`src/rtl/pll_step_sequencer_if.sv`:
```
// Operator/tester/PLL-side signal bundle for pll_step_sequencer.
// master: the sequencer itself; slave: front end, tester and pll_reconfig side.
interface pll_step_sequencer_if #(
    parameter int unsigned POS_W = 4
);
    logic             btn_up;
    logic             btn_down;
    logic             btn_auto;
    logic             start_auto;
    logic             adv_ok;
    logic             pll_busy;
    logic [POS_W-1:0] pos;
    logic             auto;
    logic             recfg_active;
    logic             pll_write_from_rom;
    logic             pll_reconfig;
    logic             pll_reconfig_reset;
    logic             done;
    logic [7:0]       timeout_cnt;

    modport master (
        input  btn_up, btn_down, btn_auto, start_auto, adv_ok, pll_busy,
        output pos, auto, recfg_active, pll_write_from_rom, pll_reconfig,
               pll_reconfig_reset, done, timeout_cnt
    );

    modport slave (
        output btn_up, btn_down, btn_auto, start_auto, adv_ok, pll_busy,
        input  pos, auto, recfg_active, pll_write_from_rom, pll_reconfig,
               pll_reconfig_reset, done, timeout_cnt
    );
endinterface

```
`src/rtl/pll_step_sequencer.sv`:
```
// Frequency-step controller: turns button/sweep requests into a ROM index and
// runs the pll_reconfig write/reconfig/busy handshake with a watchdog.
// Optional auto sweep (btn_auto, start_auto, adv_ok) is built only when
// AUTO_SWEEP_EN is defined; otherwise auto is tied low and those inputs are ignored.
module pll_step_sequencer #(
    parameter int unsigned NUM_STEPS    = 11,
    parameter int unsigned DEFAULT_POS  = 7,
    parameter int unsigned BUSY_TIMEOUT = 1000,
    parameter int unsigned POS_W        = 4
) (
    input  logic                  clock_50_i,
    input  logic                  RESET,
    pll_step_sequencer_if.master  bus
);
    localparam int unsigned      TMR_W      = $clog2(BUSY_TIMEOUT + 1);
    localparam logic [POS_W-1:0] LAST_POS   = POS_W'(NUM_STEPS - 1);
    localparam logic [POS_W-1:0] RESET_POS  = POS_W'(DEFAULT_POS);
    localparam logic [TMR_W-1:0] TMR_LOAD   = TMR_W'(BUSY_TIMEOUT);
    // Watchdog fires when the decremented count reaches 1.
    localparam logic [TMR_W-1:0] TMR_EXPIRE = TMR_W'(2);

    typedef enum logic [2:0] {
        S_IDLE, S_LOAD, S_GAP, S_WAIT_IDLE, S_WAIT_DONE
    } state_t;

    state_t           state_q, state_d;
    logic [POS_W-1:0] pos_q, pos_d;
    logic             pending_q, pending_d;
    logic [TMR_W-1:0] timer_q, timer_d;
    logic [7:0]       timeout_cnt_q, timeout_cnt_d;
    logic             wfr_q, wfr_d;
    logic             reconfig_q, reconfig_d;
    logic             rreset_q, rreset_d;
    logic             done_q, done_d;
    logic             recfg_active_q, recfg_active_d;
    logic             up_hist_q, down_hist_q;
    logic             up_edge_c, down_edge_c;

    assign up_edge_c   = bus.btn_up & ~up_hist_q;
    assign down_edge_c = bus.btn_down & ~down_hist_q;

`ifdef AUTO_SWEEP_EN
    logic auto_q, auto_d;
    logic auto_hist_q;
    logic auto_edge_c;

    assign auto_edge_c = bus.btn_auto & ~auto_hist_q;
    assign bus.auto    = auto_q;
`else
    logic unused_c;

    assign unused_c = ^{bus.btn_auto, bus.start_auto, bus.adv_ok};
    assign bus.auto = 1'b0;
`endif

    assign bus.pos                = pos_q;
    assign bus.recfg_active       = recfg_active_q;
    assign bus.pll_write_from_rom = wfr_q;
    assign bus.pll_reconfig       = reconfig_q;
    assign bus.pll_reconfig_reset = rreset_q;
    assign bus.done               = done_q;
    assign bus.timeout_cnt        = timeout_cnt_q;

    // Next-state: handshake FSM first, then request priority (may re-set pending).
    always_comb begin
        state_d       = state_q;
        pos_d         = pos_q;
        pending_d     = pending_q;
        timer_d       = timer_q;
        timeout_cnt_d = timeout_cnt_q;
        wfr_d         = 1'b0;
        reconfig_d    = 1'b0;
        rreset_d      = 1'b0;
        done_d        = 1'b0;
`ifdef AUTO_SWEEP_EN
        auto_d        = auto_q;
`endif

        case (state_q)
            S_IDLE: begin
                if (pending_q) begin
                    pending_d = 1'b0;
                    wfr_d     = 1'b1;
                    state_d   = S_LOAD;
                end
            end
            S_LOAD:      state_d = S_GAP;
            S_GAP:       state_d = S_WAIT_IDLE;
            S_WAIT_IDLE: begin
                if (!bus.pll_busy) begin
                    reconfig_d = 1'b1;
                    timer_d    = TMR_LOAD;
                    state_d    = S_WAIT_DONE;
                end
            end
            S_WAIT_DONE: begin
                timer_d = timer_q - TMR_W'(1);
                if (timer_q == TMR_EXPIRE) begin
                    rreset_d = 1'b1;
                    done_d   = 1'b1;
                    if (timeout_cnt_q != 8'hFF) begin
                        timeout_cnt_d = timeout_cnt_q + 8'd1;
                    end
                    state_d = S_IDLE;
                end else if (!bus.pll_busy && !reconfig_q) begin
                    // reconfig_q high means the PLL has only just seen the strobe.
                    done_d  = 1'b1;
                    state_d = S_IDLE;
                end
            end
            default: state_d = S_IDLE;
        endcase

`ifdef AUTO_SWEEP_EN
        if (bus.start_auto) begin
            pos_d     = '0;
            auto_d    = 1'b1;
            pending_d = 1'b1;
        end else if (auto_edge_c && auto_q) begin
            auto_d    = 1'b0;
            pending_d = 1'b1;
        end else if (auto_edge_c) begin
            pos_d     = '0;
            auto_d    = 1'b1;
            pending_d = 1'b1;
        end else
`endif
        if (up_edge_c && (pos_q != '0)) begin
            pos_d     = pos_q - POS_W'(1);
            pending_d = 1'b1;
`ifdef AUTO_SWEEP_EN
            auto_d    = 1'b0;
`endif
        end else if (down_edge_c && (pos_q != LAST_POS)) begin
            pos_d     = pos_q + POS_W'(1);
            pending_d = 1'b1;
`ifdef AUTO_SWEEP_EN
            auto_d    = 1'b0;
        end else if (auto_q && bus.adv_ok && (state_q == S_IDLE) && !pending_q
                     && (pos_q != LAST_POS)) begin
            pos_d     = pos_q + POS_W'(1);
            pending_d = 1'b1;
`endif
        end

        recfg_active_d = pending_d | (state_d != S_IDLE);
    end

    // State and output registers; history loads live levels in reset to mask held buttons.
    always_ff @(posedge clock_50_i) begin
        if (RESET) begin
            state_q        <= S_IDLE;
            pos_q          <= RESET_POS;
            pending_q      <= 1'b0;
            timer_q        <= '0;
            timeout_cnt_q  <= '0;
            wfr_q          <= 1'b0;
            reconfig_q     <= 1'b0;
            rreset_q       <= 1'b0;
            done_q         <= 1'b0;
            recfg_active_q <= 1'b0;
            up_hist_q      <= bus.btn_up;
            down_hist_q    <= bus.btn_down;
`ifdef AUTO_SWEEP_EN
            auto_q         <= 1'b0;
            auto_hist_q    <= bus.btn_auto;
`endif
        end else begin
            state_q        <= state_d;
            pos_q          <= pos_d;
            pending_q      <= pending_d;
            timer_q        <= timer_d;
            timeout_cnt_q  <= timeout_cnt_d;
            wfr_q          <= wfr_d;
            reconfig_q     <= reconfig_d;
            rreset_q       <= rreset_d;
            done_q         <= done_d;
            recfg_active_q <= recfg_active_d;
            up_hist_q      <= bus.btn_up;
            down_hist_q    <= bus.btn_down;
`ifdef AUTO_SWEEP_EN
            auto_q         <= auto_d;
            auto_hist_q    <= bus.btn_auto;
`endif
        end
    end
endmodule

```
`src/flat_wrapper.sv`:
```
// flat-port wrapper written by rule: the top's interface ports become plain ports
module pll_step_sequencer_flat 
#(
    parameter int unsigned NUM_STEPS    = 11,
    parameter int unsigned DEFAULT_POS  = 7,
    parameter int unsigned BUSY_TIMEOUT = 1000,
    parameter int unsigned POS_W        = 4
)
  (clock_50_i, RESET, bus_btn_up, bus_btn_down, bus_btn_auto, bus_start_auto, bus_adv_ok, bus_pll_busy, bus_pos, bus_auto, bus_recfg_active, bus_pll_write_from_rom, bus_pll_reconfig, bus_pll_reconfig_reset, bus_done, bus_timeout_cnt);
  pll_step_sequencer_if #(.POS_W(POS_W)) bus_i ();
  input  logic clock_50_i;
  input  logic RESET;
  input wire logic [$bits(bus_i.btn_up)-1:0] bus_btn_up;
  input wire logic [$bits(bus_i.btn_down)-1:0] bus_btn_down;
  input wire logic [$bits(bus_i.btn_auto)-1:0] bus_btn_auto;
  input wire logic [$bits(bus_i.start_auto)-1:0] bus_start_auto;
  input wire logic [$bits(bus_i.adv_ok)-1:0] bus_adv_ok;
  input wire logic [$bits(bus_i.pll_busy)-1:0] bus_pll_busy;
  output wire logic [$bits(bus_i.pos)-1:0] bus_pos;
  output wire logic [$bits(bus_i.auto)-1:0] bus_auto;
  output wire logic [$bits(bus_i.recfg_active)-1:0] bus_recfg_active;
  output wire logic [$bits(bus_i.pll_write_from_rom)-1:0] bus_pll_write_from_rom;
  output wire logic [$bits(bus_i.pll_reconfig)-1:0] bus_pll_reconfig;
  output wire logic [$bits(bus_i.pll_reconfig_reset)-1:0] bus_pll_reconfig_reset;
  output wire logic [$bits(bus_i.done)-1:0] bus_done;
  output wire logic [$bits(bus_i.timeout_cnt)-1:0] bus_timeout_cnt;
  assign bus_i.btn_up = bus_btn_up;
  assign bus_i.btn_down = bus_btn_down;
  assign bus_i.btn_auto = bus_btn_auto;
  assign bus_i.start_auto = bus_start_auto;
  assign bus_i.adv_ok = bus_adv_ok;
  assign bus_i.pll_busy = bus_pll_busy;
  assign bus_pos = bus_i.pos;
  assign bus_auto = bus_i.auto;
  assign bus_recfg_active = bus_i.recfg_active;
  assign bus_pll_write_from_rom = bus_i.pll_write_from_rom;
  assign bus_pll_reconfig = bus_i.pll_reconfig;
  assign bus_pll_reconfig_reset = bus_i.pll_reconfig_reset;
  assign bus_done = bus_i.done;
  assign bus_timeout_cnt = bus_i.timeout_cnt;
  pll_step_sequencer #(.NUM_STEPS(NUM_STEPS), .DEFAULT_POS(DEFAULT_POS), .BUSY_TIMEOUT(BUSY_TIMEOUT), .POS_W(POS_W)) u_core (.clock_50_i(clock_50_i), .RESET(RESET), .bus(bus_i));
endmodule
```
`config.mk`:
```
export PLATFORM = sky130hd
export DESIGN_NAME = pll_step_sequencer_flat
export DESIGN_NICKNAME = d
export VERILOG_FILES = /design/src/rtl/pll_step_sequencer_if.sv /design/src/rtl/pll_step_sequencer.sv /design/src/flat_wrapper.sv
export SDC_FILE = /design/constraint.sdc
export NUM_CORES = 1
export LEC_CHECK = 0
export CAP_MARGIN = 20
export CORE_MARGIN = 3
export CORE_UTILIZATION = 56
export CTS_CLUSTER_SIZE = 30
export DETAILED_ROUTE_END_ITERATION = 8
export PLACE_DENSITY_LB_ADDON = 0.3
export SYNTH_ARGS = -nofsm -noshare
export SYNTH_HDL_FRONTEND = slang
export SYNTH_SLANG_ARGS = --single-unit
```
`constraint.sdc`:
```
create_clock -name clock_50_i -period 5.4 [get_ports clock_50_i]
set_input_delay 1.08 -clock clock_50_i [delete_from_list [all_inputs] [get_ports clock_50_i]]
set_output_delay 1.08 -clock clock_50_i [all_outputs]
set_load 0.02 [all_outputs]
```
==> metrics.md <==
| Metric | Value |
|---|---|
| Unrepaired setup endpoints after global routing | no |
| FILL cells | 200 |
| Crit-path max FO | 6 |
| IO Pins | 26 |
| # rows | 18 |
| Post-Synthesis Mean Instance Area | 8.85 um^2 |
| CP Buf/Inv Count | 1 |
| Fraction of registers with async set/reset | 0 |
| HP Class | reg2reg |
| RR Startpoint | u_core.bus.pos[0] |
| DRT antenna net count | 0 |
| Root Driver | clkbuf_4 |
| Initial drt markers | 66 |
| Worst-Skew Late Latency | around 0.34 ns |
| # nets final | around 220 |
| Final setup viols | 0 |
| Vias in the first global route | roughly 1300 |
| Element type at the critical path end | register |
| Clk pin slew, worst setup/hold paths | 0.10 ns |
| Die ar. | 0.00352 mm^2 |
| Total track usage | 0.204 |
| Biggest area consumer among synthesized cells | dfxtp_1 |
| Yosys cell types | 49 |
| WP depth | 8 |
| Final core utilization | 0.730 |
| Worst slew pin tran | a little over 0.6 ns |
| CP max stage delay | around 0.47 ns |
| TritonCTS buffer count | 5 |
| # hold bufs at CTS | 0 |
| Initial antenna violation count | 0 |
| Grt total ovfl | 0 |
| H-tree levels | 2 |
| Top cells by area in the synthesized netlist | dfxtp_1 (41%), a21oi_1 (6.3%), nor2_1 (4.2%) |
| Top FF cell, synth | dfxtp_1 |
| Critical Path AT | 2.95 ns |
| Number of synthesized flops with an enable pin | 0 |
| Fmax | ~360 MHz |
| Critical path's top delay family | simple AND/OR/NAND/NOR gates |
| Setup bufs post-CTS | 0 |
| Routed vias/inst | slightly below 6 |
| Max IR drop VDD | about 0.24 mV |
| Post-synthesis cell area | approximately 0.0016 mm^2 |
| Skew final | 0.0162 ns |
| Crit share post-route | 0.510 |
| Final Slew Violations | 0 |
| Leakage | between 0.7 and 0.8 nW |
| Overall Power | about 0.00048 W |
| Syn-to-layout area delta | 18.7% |
| Residual DRC | 0 |
| Core region area | 0.00259 mm^2 |
| Share of post-route cells with drive strength above 1 | 0.0693 |
| Worst setup startpoint | bus_btn_up |
| CP max stage cell | clkdlybuf4s50_1 |
| Cells after Synth | 180 |
| Synthesized flop and latch total | 33 |
| Post-DP HPWL | between 2000 and 2500 um |
| Synth warn | 0 |
| Outcome | complete, no violations |
| Worst Hold Margin | a little over 0.5 ns |
| CP Launch Type | primary input |
| CP cell instances | clkdlybuf4s50_1, nand2b_1, nor2_1, ha_1, a21oi_1, nand2_1, o311ai_0, nand3_1 |
| Setup TNS | 0 ns |
| Drt first pass iters | 4 |
| Top sig layer | met4 |
| Hold violation total from the final report | 0 |
| First-pass GRT wire length | 5390 um |
| Seq/Total Area, Yosys | 0.415 |
| Max_slew headroom | 0.591 |
| # diodes | 0 |
| Clock net sink count | 33 |
| Min cycle time layout | between 2 and 3 ns |
| WL final | around 3300 um |
| Max Cap Viol | 0 |
| Critical path class | in2reg |
| # port buffers | 21 |
| Pwr per Cell Area | 255 mW/mm^2 |
| Starting density of the core | 0.615 |
| Reg2Reg Depth | 7 |
| Reg2reg end | u_core.bus.pos[3] |
| Worst EP required | 5.60 ns |
| Die extent in y | about 59 um |
| Chip width | between 50 and 60 um |
| CTS tree | yes |
| Avg WL per Cell | 14.1 um |
| Clk buf depth | 2 |
| Final Wtd Congestion | approximately 0.8 |
| Synth top area share | 0.415 |
| Reg2reg setup slack | 3.21 ns |
| Largest net degree at the start of global routing | 33 |
| Vias | approximately 1400 |
| Met1 wire length | 1500 um |
| Post-CTS sizing | 0 |
| Met3 wire len | between 200 and 250 um |
| Synth Net Count | 194 |
| Worst setup endpoint | u_core.bus.pos[3] |
| Met2 wire len | about 1600 um |
registers in the layout, indices dropped and copies added, names as in the netlist, 3 cells and up:
name                    count
u_core.bus.timeout_cnt      8
u_core.timer_q             10
u_core.bus.pos              4
u_core.state_q              3
synthesized netlist by cell type (2+ instances only):
cell,count
a21oi_1,20
a31oi_1,2
and3_1,2
buf_2,2
clkbuf_1,3
dfxtp_1,33
ha_1,5
inv_1,8
nand2_1,8
nand2b_1,4
nand3_1,8
nand4_1,2
nor2_1,18
nor2b_1,2
nor3_1,6
nor4_1,4
o21ai_0,4
o31ai_1,5
or3_1,5
or4_1,4
xnor2_1,6
xor2_1,2
logic make-up (layout without fill, tap and decap cells):
| group | Yosys count | count (layout) | share of synthesized area |
|---|---|---|---|
| multiplexers | 2 | 2 | 0.0134 |
| AO/OA/AOI/OAI | 36 | 36 | 0.134 |
| AND/OR/NAND/NOR | 79 | 79 | 0.300 |
| XOR/XNOR | 8 | 8 | 0.0440 |
| adder cells (fa/ha/maj) | 6 | 6 | 0.0518 |
| other | 1 | 1 | 0.00235 |
| flip-flops | 33 | 33 | 0.415 |
| buffers and inverters | 15 | 37 | 0.0393 |
through the flow:
| step | worst slack [ns] | std cells | area, um^2 |
|---|---|---|---|
| floorplan | 3.04 | 180 | 1590 |
| global route | 2.50 | 232 | 1890 |
| CTS | 2.69 | 231 | 1860 |
| detailed placement | 2.35 | 224 | 1810 |
| finish | 2.65 | 232 | 1890 |
| global placement | 2.45 | 224 | 1810 |
power by group:
part	leakage [nW]	internal, W	total, W	switching (W)
clock network	0.0314	0.0000614	0.000138	0.0000766
logic	0.416	0.0000365	0.0000765	0.0000400
registers	0.269	0.000254	0.000267	0.0000130
total	0.716	0.000352	0.000481	0.000130
per-layer routing:
metal | global-route usage | vias to the layer above
li1 | - | 693
met1 | 0.256 | 623
met2 | 0.312 | 42
met3 | 0.0741 | 2
met4 | 0.0874 | 0
met5 | 0 | -
how the worst min path moves through the flow:
stage / startpoint / to / slack, ns / depth (start not counted)
final: u_core.timer_q[0] / u_core.timer_q[0] / 0.52 / 2
after global routing: u_core.timer_q[0] / u_core.timer_q[0] / 0.55 / 2
after CTS: u_core.bus.timeout_cnt[7] / u_core.bus.timeout_cnt[7] / 0.52 / 2
after detailed placement: u_core.bus.timeout_cnt[7] / u_core.bus.timeout_cnt[7] / 0.51 / 2
after global placement: u_core.timer_q[0] / u_core.timer_q[0] / 0.48 / 2
after floorplan: u_core.timer_q[0] / u_core.timer_q[0] / 0.46 / 2
layout by cell type, fill, tap and decap left out, drive strengths merged, types with 6 or more instances in the layout:
cell type      count
nor2              18
clkdlybuf4s50     21
nor3               7
a21oi             20
inv                8
or3                6
nand3              8
dfxtp             33
nand2              8
clkbuf             7
xnor2              6
final cells by class:
class | count | area (um^2) | area share
Clock buffer | 7 | 55.1 | 0.0291
Inverter | 8 | 30.0 | 0.0159
Multi-Input combinational cell | 132 | 870 | 0.460
Sequential cell | 33 | 661 | 0.349
Tap cell | 30 | 37.5 | 0.0199
Timing Repair Buffer | 22 | 238 | 0.126
worst min-delay path: cells and delay by family (launching register included):
kind               cells  cell delay (ns)
DFF                    1             0.35
AOI/OAI and AO/OA      1             0.05
and+or+nand+nor        1             0.08
No activity file was read; power rests on OpenSTA's default activity.
